===== src/rtl/hazard_scoreboard_pkg.sv =====
// hazard_pkg: scoreboard entry type and forward-select encoding shared by the hazard controller.
package hazard_pkg;
  localparam int MAX_AW = 8;
  localparam logic [2:0] FWD_RF = 3'd0;
  typedef struct packed {
    logic v;
    logic [MAX_AW-1:0] dest;
    logic wb_en;
    logic mem_read;
    logic s;
  } sb_entry_t;
  function automatic logic [2:0] fwd_code(input int k);
    return 3'(k + 1);
  endfunction
endpackage


===== src/rtl/hazard_scoreboard_prio_enc.sv =====
// hs_prio_enc: lowest-index priority encoder; the youngest in-flight producer wins.
module hs_prio_enc
  import hazard_pkg::*;
#(
  parameter int N = 3
) (
  input  logic [N-1:0] req_i,
  output logic         hit_o,
  output logic [2:0]   code_o
);
  assign hit_o = |req_i;
  always_comb begin
    code_o = FWD_RF;
    for (int i = N - 1; i >= 0; i--) code_o = req_i[i] ? fwd_code(i) : code_o;
  end
endmodule


===== src/rtl/hazard_scoreboard.sv =====
// hazard_scoreboard: tracks in-flight writers EX..WB and derives ID stall, operand forwarding and branch flush.
module hazard_scoreboard
  import hazard_pkg::*;
#(
  parameter int REG_AW = 4,
  parameter int STAGES = 3,
  parameter int FWD_EN = 1,
  parameter int CNT_W  = 16
) (
  input  logic              clk,
  input  logic              rst,
  input  logic              id_valid,
  input  logic [REG_AW-1:0] id_src1,
  input  logic [REG_AW-1:0] id_src2,
  input  logic              id_use_src1,
  input  logic              id_two_src,
  input  logic              id_use_flags,
  input  logic [REG_AW-1:0] id_dest,
  input  logic              id_wb_en,
  input  logic              id_mem_read,
  input  logic              id_s,
  input  logic              br_taken,
  output logic              stall,
  output logic              flush,
  output logic [2:0]        fwd_sel_a,
  output logic [2:0]        fwd_sel_b,
  output logic [CNT_W-1:0]  stall_cnt,
  output logic [CNT_W-1:0]  flush_cnt
);
  sb_entry_t sb_q [STAGES];
  sb_entry_t sb_d [STAGES];
  logic [STAGES-1:0] match1, match2;
  logic hit_a, hit_b, flag_hz, raw_hz;
  logic [2:0] code_a, code_b;
  logic [CNT_W-1:0] stall_cnt_q, flush_cnt_q;
  always_comb begin
    for (int k = 0; k < STAGES; k++) begin
      match1[k] = sb_q[k].v & sb_q[k].wb_en & id_use_src1 & (sb_q[k].dest == MAX_AW'(id_src1));
      match2[k] = sb_q[k].v & sb_q[k].wb_en & id_two_src & (sb_q[k].dest == MAX_AW'(id_src2));
    end
  end
  hs_prio_enc #(.N(STAGES)) u_enc_a (.req_i(match1), .hit_o(hit_a), .code_o(code_a));
  hs_prio_enc #(.N(STAGES)) u_enc_b (.req_i(match2), .hit_o(hit_b), .code_o(code_b));
  // With forwarding only a load in EX cannot be bypassed in time.
  assign flag_hz   = sb_q[0].v & sb_q[0].s & id_use_flags & id_valid;
  assign raw_hz    = (FWD_EN != 0) ? sb_q[0].mem_read & (match1[0] | match2[0]) : hit_a | hit_b;
  assign flush     = br_taken;
  assign stall     = id_valid & ~flush & (raw_hz | flag_hz);
  assign fwd_sel_a = (FWD_EN != 0 && id_valid && hit_a) ? code_a : FWD_RF;
  assign fwd_sel_b = (FWD_EN != 0 && id_valid && hit_b) ? code_b : FWD_RF;
  assign stall_cnt = stall_cnt_q;
  assign flush_cnt = flush_cnt_q;
  always_comb begin
    sb_d[0] = (stall | flush) ? '0 : sb_entry_t'{v: id_valid, dest: MAX_AW'(id_dest),
                                                 wb_en: id_wb_en, mem_read: id_mem_read, s: id_s};
    for (int k = 1; k < STAGES; k++) sb_d[k] = sb_q[k-1];
  end
  always_ff @(posedge clk or negedge rst) begin
    if (!rst) begin
      for (int k = 0; k < STAGES; k++) sb_q[k] <= '0;
      stall_cnt_q <= '0;
      flush_cnt_q <= '0;
    end else begin
      sb_q        <= sb_d;
      stall_cnt_q <= stall_cnt_q + CNT_W'(stall & ~&stall_cnt_q);
      flush_cnt_q <= flush_cnt_q + CNT_W'(flush & ~&flush_cnt_q);
    end
  end
endmodule


===== config.mk =====
export PLATFORM = sky130hd
export DESIGN_NAME = hazard_scoreboard
export DESIGN_NICKNAME = d
export VERILOG_FILES = /design/src/rtl/hazard_scoreboard_pkg.sv /design/src/rtl/hazard_scoreboard_prio_enc.sv /design/src/rtl/hazard_scoreboard.sv
export SDC_FILE = /design/constraint.sdc
export NUM_CORES = 1
export LEC_CHECK = 0
export ABC_AREA = 1
export CAP_MARGIN = 5
export CORE_MARGIN = 3
export CORE_UTILIZATION = 49
export CTS_CLUSTER_SIZE = 8
export DETAILED_ROUTE_END_ITERATION = 10
export PLACE_DENSITY = 0.8
export SLEW_MARGIN = 20
export SYNTH_ARGS = -nofsm -noshare
export SYNTH_HDL_FRONTEND = slang
export SYNTH_HIERARCHICAL = 1
export SYNTH_SLANG_ARGS = --single-unit

===== constraint.sdc =====
create_clock -name clk -period 2.9 [get_ports clk]
set_input_delay 0.87 -clock clk [delete_from_list [all_inputs] [get_ports clk]]
set_output_delay 0.87 -clock clk [all_outputs]
set_load 0.03 [all_outputs]

==> metrics.yaml, run 1 <==
drt_wl_total_mm: 6.08
status: "finished with violations"
htree_levels: 2
placed_area_sq_mm: 0.00335
r2r-end: "stall_cnt[12]"
max_freq_mhz: 332
start_util_pct: 52.4
antenna_found_initial: 0
worstRegToRegCells: 17
p_total_w: 0.00173
leakagePower_nw: 1.77
critPathMaxFanout: 4
finalSetupViolCount: 3
gp_congestion: 1.04
worstPathCellList: "buf_8 > xor2_2 > a221oi_2 > nand4_1 > nor2_2 > nor2_2 > nand2_1 > nand2_2 > nor2_2 > buf_6"
clockBufferDepth: 2
regArea_sq_mm: 0.00130
clock_latency_ps: 300
place_inst: 430
die_y_um: 78.3
grt_pass1_wl_mm: 10.2
die_area_sq_mm: 0.00612
hp-class: "flip-flop to flip-flop"
violations: "setup timing"
hold_slack_ps: 414
wire_per_inst_um: 13.8
criticalPathCategory: "primary input to output pin"
fillers: 364
num_io_pins: 62
cts-root-buf: "clkbuf_8"
cp_data_required_time_ps: 2030
cts_tree: "built"
cts-buffers-inserted: 5
design.core.area_sq_mm: 0.00488
arrival_ps: 2150
drc: 0
relSlewSlack_pct: 61.5
synth_cell_type_count: 24
io_buffers: 59
die_x_um: 78.3
grt-ovfl-total: 0
clkSlewWorstSetupHoldPaths_ps: 90
min_period_over_period_pct: 104
timing.rr.start: "sb_d[17]"
via_count: 2152
synth_nets: 314
ir_drop_v: 0.000564
areaGrowthSynthToFinish_pct: 42.5
drtPass1Iterations: 4
min_period_ps: 3020
ant_nets: 0
post-dp-hpwl_mm: 4.43
hp-start: "sb_d[2]"
multi_input_area_sq_mm: 0.00121
finalMaxSlewViolations: 0
path_common_cell: "nor2_2"
grt_use_total_pct: 20.9
skew_ps: 5.35
yosys_warnings: 6
synth_area_sq_mm: 0.00256
ctsHoldBuffers: 0
max_stage_delay_ps: 240
grt_max_degree: 28
hold_depth: 0
layout_commonest_cell: "dfrtp_1"
crit_slowest_cell: "a221oi_2"
final_cell_mix: "dfrtp_1, nand2_1, clkdlybuf4s50_1"
power.density_mw_per_mm2: 474
layoutNonFillerInstCount: 442
start_kind: "primary input"
synth_area_per_cell_sq_um: 8.88
layout-drive-gt1-share_pct: 26.7
drv_cap: 0
rsz0062_at_grt: "yes"
worst_pin_slew_ps: 577
synthCells: 288
final_util_pct: 74.7
yosysSeqAreaShare_pct: 50.9
diodes: 0
cts.sinks: 52
stdcell_area_sq_mm: 0.00365
final.setup.worst_slack_ps: -116
num-nets-final: 400
rows: 25
drt_iter0_drc: 121
hold_viol: 0
rrSetupSlack_ps: 460
cp_top_family: "simple AND/OR/NAND/NOR gates"
ys_ff_latch: 52
routed_via_density: 4.87
min_to: "sb_q[2]"
path_buf_inv: 2
grt_pass1_vias: 2213
cp-end-kind: "output pin"
[worst max-delay path by stage]
| stage | start | end | slack (ps) | cells past startpoint |
|---|---|---|---|---|
| after floorplan | id_src2[2] | fwd_sel_b[1] | -20 | 8 |
| after global placement | id_src2[1] | fwd_sel_b[0] | -510 | 10 |
| after detailed placement | id_src2[2] | fwd_sel_b[1] | -590 | 10 |
| after CTS | id_src1[0] | fwd_sel_a[1] | -110 | 11 |
| after global routing | id_src2[2] | fwd_sel_b[1] | -250 | 10 |
| final | id_src2[2] | fwd_sel_b[1] | -120 | 10 |
[cell usage after synthesis]
cell      number  share of area, %
a211o_1        1              0.34
a221oi_1       1              0.34
buf_4          3              0.88
conb_1         2              0.29
dfrtp_1       52                51
ha_1           4               2.0
inv_1         45               6.6
nand2_1       57               8.4
nand3_1       16               3.1
nand3_2        2              0.78
nand3_4        1              0.68
nand3b_1       1              0.29
nand4_1       10               2.4
nor2_1        35               5.1
nor2_2         4              0.98
nor2_4         2              0.88
nor3_1         4              0.78
nor3_2         2              0.78
nor4_1         3              0.73
o21ai_0        4              0.78
o22ai_1        3              0.73
or2_2          1              0.24
xnor2_1       14               4.8
xor2_1        21               7.2
[cell type report]
class / instances / share of cell area, %
Sequential cell: 52 / 35.7
Multi-Input combinational cell: 188 / 33.3
Timing Repair Buffer: 82 / 21.5
Inverter: 45 / 4.84
Tap cell: 67 / 2.30
Clock buffer: 5 / 1.89
Clock inverter: 3 / 0.515
[timing repair]
item,4_1_cts,5_1_grt
pin swaps,19,23
endpoints found under the setup margin,15,12
gates resized for setup,61,51
setup buffers,2,2
[flip-flops by register name (all words and copies together), names as in the netlist]
register	flops
flush_cnt	16
sb_d	14
stall_cnt	16
sb_q	6
[metrics by stage]
step	worst slack (ps)	setup TNS, ps
4_1_cts	-114	-360
3_5_place_dp	-588	-7680
5_1_grt	-248	-683
3_3_place_gp	-512	-6810
2_1_floorplan	-16.2	-32.2
6_report	-116	-244
[worst reg2reg max path, stage by stage, from the launching register on]
cell and delay, ps:
dfrtp_1 470, inv_1 120, nand2_2 70, nand2_2 50, nor2_2 100, nand3_2 80, nand2_1 70, nand2_1 50
nand2_1 60, nand2_2 70, nor2_1 120, ha_2 220, ha_1 170, nand3_1 100, nor2_1 160, nand2_1 140
nor2_1 140, xor2_1 160
[report_power, final]
group / total, W / switching (W) / internal [W]
Combinational: 0.000443 / 0.000253 / 0.000191
Clock: 0.000401 / 0.000233 / 0.000169
Sequential: 0.000885 / 0.0000910 / 0.000794
Total: 0.00173 / 0.000577 / 0.00115
[kinds of logic after synthesis]
logic type      after synthesis  synth area share, %
simple gates                138                 25.2
flops                        52                 50.9
buf+inv                      48                 7.48
xor+xnor                     35                 12.0
compound gates                9                 2.20
fa+ha+maj                     4                 1.96
other cells                   2                0.294
[routing by layer]
layer	wire length, um	GRT usage, %
met1	2590	26.8
met2	3120	35.2
met3	263	4.93
met4	104	6.12
met5	0	0
No activity file was read; power rests on OpenSTA's default activity.
==> run 2: changes to the inputs <==
- CTS_CLUSTER_SIZE: 8 -> default
==> results of run 2 <==
Same layout as run 1: the final DEF is identical, and so are final timing and power.
==> run 3: changes to the inputs <==
- CAP_MARGIN: 5 -> default
==> results of run 3 <==
Same layout as run 1: the final DEF is identical, and so are final timing and power.
==> patch 1 (flow settings as in run 2) <==
Set the parameter `CNT_W` to 24 (it was 16).
--- a/src/rtl/hazard_scoreboard.sv
+++ b/src/rtl/hazard_scoreboard.sv
@@ -5,7 +5,7 @@
   parameter int REG_AW = 4,
   parameter int STAGES = 3,
   parameter int FWD_EN = 1,
-  parameter int CNT_W  = 16
+  parameter int CNT_W  = 24
 ) (
   input  logic              clk,
   input  logic              rst,
Interface: changed (resized flush_cnt and stall_cnt); port bits go from 62 to 78. The function was not compared with the original's and may differ.
==> patch 1 against run 2 <==
The run still ends with negative setup slack left; utilization shrank 0.56 points; global-route usage is 0.53 points higher; routed wire length grew 37%; die area up 31%; cell area grew 34%; setup slack better by 0.013 ns; sequential cell count grew 16; power increased by 37%; non-clock buffer count increased by 35; area after synthesis rose by 34%; largest cell class unchanged; largest power group unchanged.
==> patch 1: results (changes against run 2) <==
critical_path:
  startpoint: "id_src2[0]"  # was id_src2[2]
  r2r-end: "stall_cnt[12]"  # unchanged
  r2r_cells: 14  # was 17
  reg2reg_slack_ns: 0.43  # was 0.46 ns
  reg2reg_from: "stall_cnt[11]"  # was sb_d[17]
  arrival_ns: 2.13  # was 2.15 ns
  critPathMaxStageDelay_ns: 0.29  # was 0.24 ns
  slowest_stage: "nor4_1"  # was a221oi_2
  critPathMaxFanout: 3  # was 4
  cpLargestDelayFamily: "simple AND/OR/NAND/NOR gates"  # unchanged
global_route:
  grt_util_all_layers_pct: 21.4  # was 20.9%
  grt_max_degree: 69  # was 28
  use_met2_pct: 36.2  # was 35.2%
  grt_pass1_wl_mm: 13.1  # was 10.2 mm
  grtUsageMet3_pct: 4.74  # was 4.93%
  use_met1_pct: 27.3  # was 26.8%
placed_design:
  numPortBuffers: 75  # was 59
  placed_cells: 581  # was 430
  dpl-instance-area_mm2: 0.00455  # was 0.00335 mm²
  hpwlAfterDp_mm: 6.10  # was 4.43 mm
  pre_cts_ws_ns: -0.620  # was -0.588 ns
  place_congestion: 0.917  # was 1.04
synthesis:
  syn_inst: 378  # was 288
  postSynthNetCount: 404  # was 314
  synth_top_cells_by_count: "nand2_1 (80), dfrtp_1 (68), inv_1 (57)"  # was nand2_1 (57), dfrtp_1 (52), inv_1 (45)
  synth_cell_types: 27  # was 24
  synth-seq-area-share_pct: 49.6  # was 50.9%
  synth.area.top_cells: "dfrtp_1 (50%), nand2_1 (8.8%), xor2_1 (7.7%)"  # was dfrtp_1 (51%), nand2_1 (8.4%), xor2_1 (7.2%)
  async_flop_share_pct: 100  # unchanged
drt:
  vias: 2908  # was 2152
  wl_met3_um: 378  # was 263 µm
  viasPerCell: 4.84  # was 4.87
  dr_wl_met2_mm: 4.28  # was 3.12 mm
  wl_per_cell_um: 13.8  # about the same
  wl_met1_mm: 3.54  # was 2.59 mm
  drtIter0Drc: 137  # was 121
  routed.top_layer: "met4"  # unchanged
timing:
  clock_skew_ns: 0.0158  # was 0.00535 ns
  setup_slack_ns: -0.103  # was -0.116 ns
  worstMarginPinSlew_ns: 0.546  # was 0.577 ns
  setup_tns_ns: -0.220  # was -0.244 ns
  hold_ws_ns: 0.405  # was 0.414 ns
  setup_viol: 4  # was 3
layout:
  final_nets: 529  # was 400
  drive_gt1_share_pct: 24.4  # was 26.7%
  num_antenna_cells: 0  # unchanged
min_path:
  whs_endpoint: "sb_q[11]"  # was sb_q[2]
  whs_path_depth: 0  # unchanged
  min-delay-start: "sb_d[11]"  # was sb_d[2]
cts:
  clock_latency_ns: 0.34  # was 0.30 ns
  clock_tree.htree_level_count: 3  # was 2
  cts_buffers: 9  # was 5
  clk_pin_slew_ns: 0.08
  cts_max_path_buffers: 2  # unchanged
power_and_ir_drop:
  vdd_drop_max_mv: 0.466  # was 0.564 mV
  power_leakage_uw: 0.00243  # was 0.00177 µW
run_status:
  violations: "negative setup slack"  # unchanged
  outcome: "finished with violations"  # unchanged
## patch 1: cell types whose count changed after synthesis, sizes merged, moves of 3 or more
cell | before | now
nand2 | 57 | 87
dfrtp | 52 | 68
inv | 45 | 57
xor2 | 21 | 30
xnor2 | 14 | 21
nand3 | 19 | 24
nor3 | 6 | 11
nor4 | 3 | 8
nand4 | 10 | 13
nor2 | 41 | 44
o22ai | 3 | 0
## patch 1: worst register-to-register path, cell delays in order (launching register included)
cell	delay (ns)
dfrtp_1	0.48
nand2_1	0.14
inv_1	0.10
nand3_1	0.14
nor4_1	0.38
a21oi_2	0.11
ha_2	0.21
ha_2	0.18
inv_1	0.11
nor2_4	0.05
nand2_2	0.09
nor2_4	0.05
buf_4	0.13
nand2_1	0.09
xnor2_1	0.13
## patch 1: cell families (layout without fill, tap and decap cells)
logic type / Yosys count / after routing / share of synthesized area [%]
buffers and inverters: 60 / 190 / 6.89
and+or+nand+nor: 187 / 187 / 27.8
AOI/OAI and AO/OA: 6 / 6 / 1.02
other: 2 / 2 / 0.219
xor gates and xnor gates: 51 / 51 / 13.0
DFF: 68 / 68 / 49.6
adders and majority gates: 4 / 4 / 1.46
## patch 1: repair_timing
| action | CTS | global route |
|---|---|---|
| endpoints found under the setup margin | 19 | 12 |
| hold buffers | 0 | 0 |
| pin swaps | 14 | 19 |
| resized for setup | 47 | 30 |
| setup buffers | 0 | 4 |
## patch 1: area by class of cell
type                            instances  area [µm²]
Tap cell                               93         116
Sequential cell                        68        1700
Clock buffer                           10         138
Inverter                               57         214
Clock inverter                          6        63.8
Fill cell                             459        1700
Timing Repair Buffer                  117        1070
Multi-Input combinational cell        250        1570
## patch 1: power by group
group,switching (µW),leakage (µW),internal (µW)
registers,79.3,0.000909,1020
clock network,367,0.0000983,419
logic,274,0.00142,207
==> patch 2 (config.mk and constraints of run 2) <==
Without the edit above. Put one more register stage on the output `flush_cnt`. The value now appears one clock later. The other outputs are not delayed to match.
--- a/src/rtl/hazard_scoreboard.sv
+++ b/src/rtl/hazard_scoreboard.sv
@@ -49,7 +49,9 @@
   assign fwd_sel_a = (FWD_EN != 0 && id_valid && hit_a) ? code_a : FWD_RF;
   assign fwd_sel_b = (FWD_EN != 0 && id_valid && hit_b) ? code_b : FWD_RF;
   assign stall_cnt = stall_cnt_q;
-  assign flush_cnt = flush_cnt_q;
+  always_ff @(posedge clk) begin
+    flush_cnt <= flush_cnt_q;
+  end
   always_comb begin
     sb_d[0] = (stall | flush) ? '0 : sb_entry_t'{v: id_valid, dest: MAX_AW'(id_dest),
                                                  wb_en: id_wb_en, mem_read: id_mem_read, s: id_s};
Function: changed (a bounded check fails within 4 cycles, from zero or initial values and one cycle with rst low).
==> patch 2 against run 2 <==
Clock skew is 0.0038 ns higher; routed wire length is 11% higher; sequential cell count is 16 higher; the run still ends with negative setup slack left; power is 30% higher; setup slack worse by 0.029 ns; final cell count is 6.8% higher; cell area is 11% higher; highest routed layer unchanged; area after synthesis is 13% higher; utilization is 2.4 points lower.
==> patch 2: results (changes against run 2) <==
run_status:
  outcome: "finished with violations"  # unchanged
  violations: "negative setup slack"  # unchanged
synthesis:
  synth.area.top_cells: "dfrtp_1 (45%), dfxtp_1 (11%), nand2_1 (7.4%)"  # was dfrtp_1 (51%), nand2_1 (8.4%), xor2_1 (7.2%)
  async_flop_share_pct: 76.5  # was 100%
  postSynthNetCount: 330  # was 314
  syn_avg_cell_area_um2: 9.47  # was 8.88 µm²
  synth_cell_types: 25  # was 24
placed_design:
  place_congestion: 0.902  # was 1.04
  pre_cts_ws_ns: -0.587  # was -0.588 ns
  dpl-instance-area_mm2: 0.00366  # was 0.00335 mm²
timing:
  clock_skew_ns: 0.00917  # was 0.00535 ns
  setup_viol: 2  # was 3
  setup_tns_ns: -0.280  # was -0.244 ns
  worstMarginPinSlew_ns: 0.815  # was 0.577 ns
  hold_ws_ns: 0.408  # was 0.414 ns
  setup_slack_ns: -0.145  # was -0.116 ns
  layout_worst_path_cycle_share_pct: 105  # was 104%
critical_path:
  critPathMaxFanout: 3  # was 4
  reg2reg_from: "sb_d[15]"  # was sb_d[17]
  endpoint: "fwd_sel_b[0]"  # was fwd_sel_b[1]
  arrival_ns: 2.18  # was 2.15 ns
  reg2reg_slack_ns: 0.43  # was 0.46 ns
cts:
  cts_buffers: 9  # was 5
  clock_latency_ns: 0.33  # was 0.30 ns
  clock_tree.htree_level_count: 3  # was 2
global_route:
  grt_max_degree: 39  # was 28
  grt_util_all_layers_pct: 21.3  # was 20.9%
  grt_pass1_wl_mm: 10.8  # was 10.2 mm
power_and_ir_drop:
  power_leakage_uw: 0.00193  # was 0.00177 µW
  vdd_drop_max_mv: 0.433  # was 0.564 mV
layout:
  drive_gt1_share_pct: 26.3  # was 26.7%
  fillers: 417  # was 364
drt:
  wl_mm: 6.75  # was 6.08 mm
==> patch 2: power breakdown <==
group | internal [µW] | leakage, µW | switching [µW] | total (µW)
clock | 307 | 0.0000812 | 323 | 630
sequential | 1060 | 0.000806 | 99.4 | 1160
combinational | 197 | 0.00105 | 258 | 454
==> patch 2: logic make-up after synthesis <==
logic type / Yosys count / share of synthesized area, %
and+or+nand+nor: 138 / 22.4
DFF: 68 / 56.3
buffers and inverters: 48 / 6.65
xor gates and xnor gates: 35 / 10.6
AOI/OAI and AO/OA: 9 / 1.96
adders and majority gates: 4 / 1.74
other: 2 / 0.261
==> patch 2: area by class of cell <==
cell class / instances / area (µm²) / share of cell area, %
sequential: 68 / 1620 / 40.0
clock inverter: 3 / 15.0 / 0.370
clock buffer: 13 / 139 / 3.42
inverter: 45 / 181 / 4.47
tap: 72 / 90.1 / 2.22
multi-input combinational: 188 / 1230 / 30.3
timing repair buffer: 83 / 779 / 19.2
==> patch 2: what timing repair did <==
item,4_1_cts,5_1_grt
pin swaps,22,25
setup buffers,4,1
gates resized for setup,79,35
setup endpoints to repair,12,7
==> patch 2: per-layer routing <==
layer | up-vias | part of all wire (%) | global-route usage (%)
li1 | 1126 | - | -
met1 | 1083 | 42 | 25.7
met2 | 51 | 52 | 35.2
met3 | 14 | 4.6 | 5.64
met4 | 0 | 1.9 | 10.8
met5 | - | 0 | 0
==> patch 2: worst max-delay path: stages <==
cell,delay (ns)
buf_8,0.10
buf_4,0.13
buf_4,0.14
nand2_1,0.07
nand4_1,0.14
nor3_2,0.26
nor2_2,0.08
nand2_1,0.07
nand2_2,0.06
nor2_1,0.09
buf_4,0.16
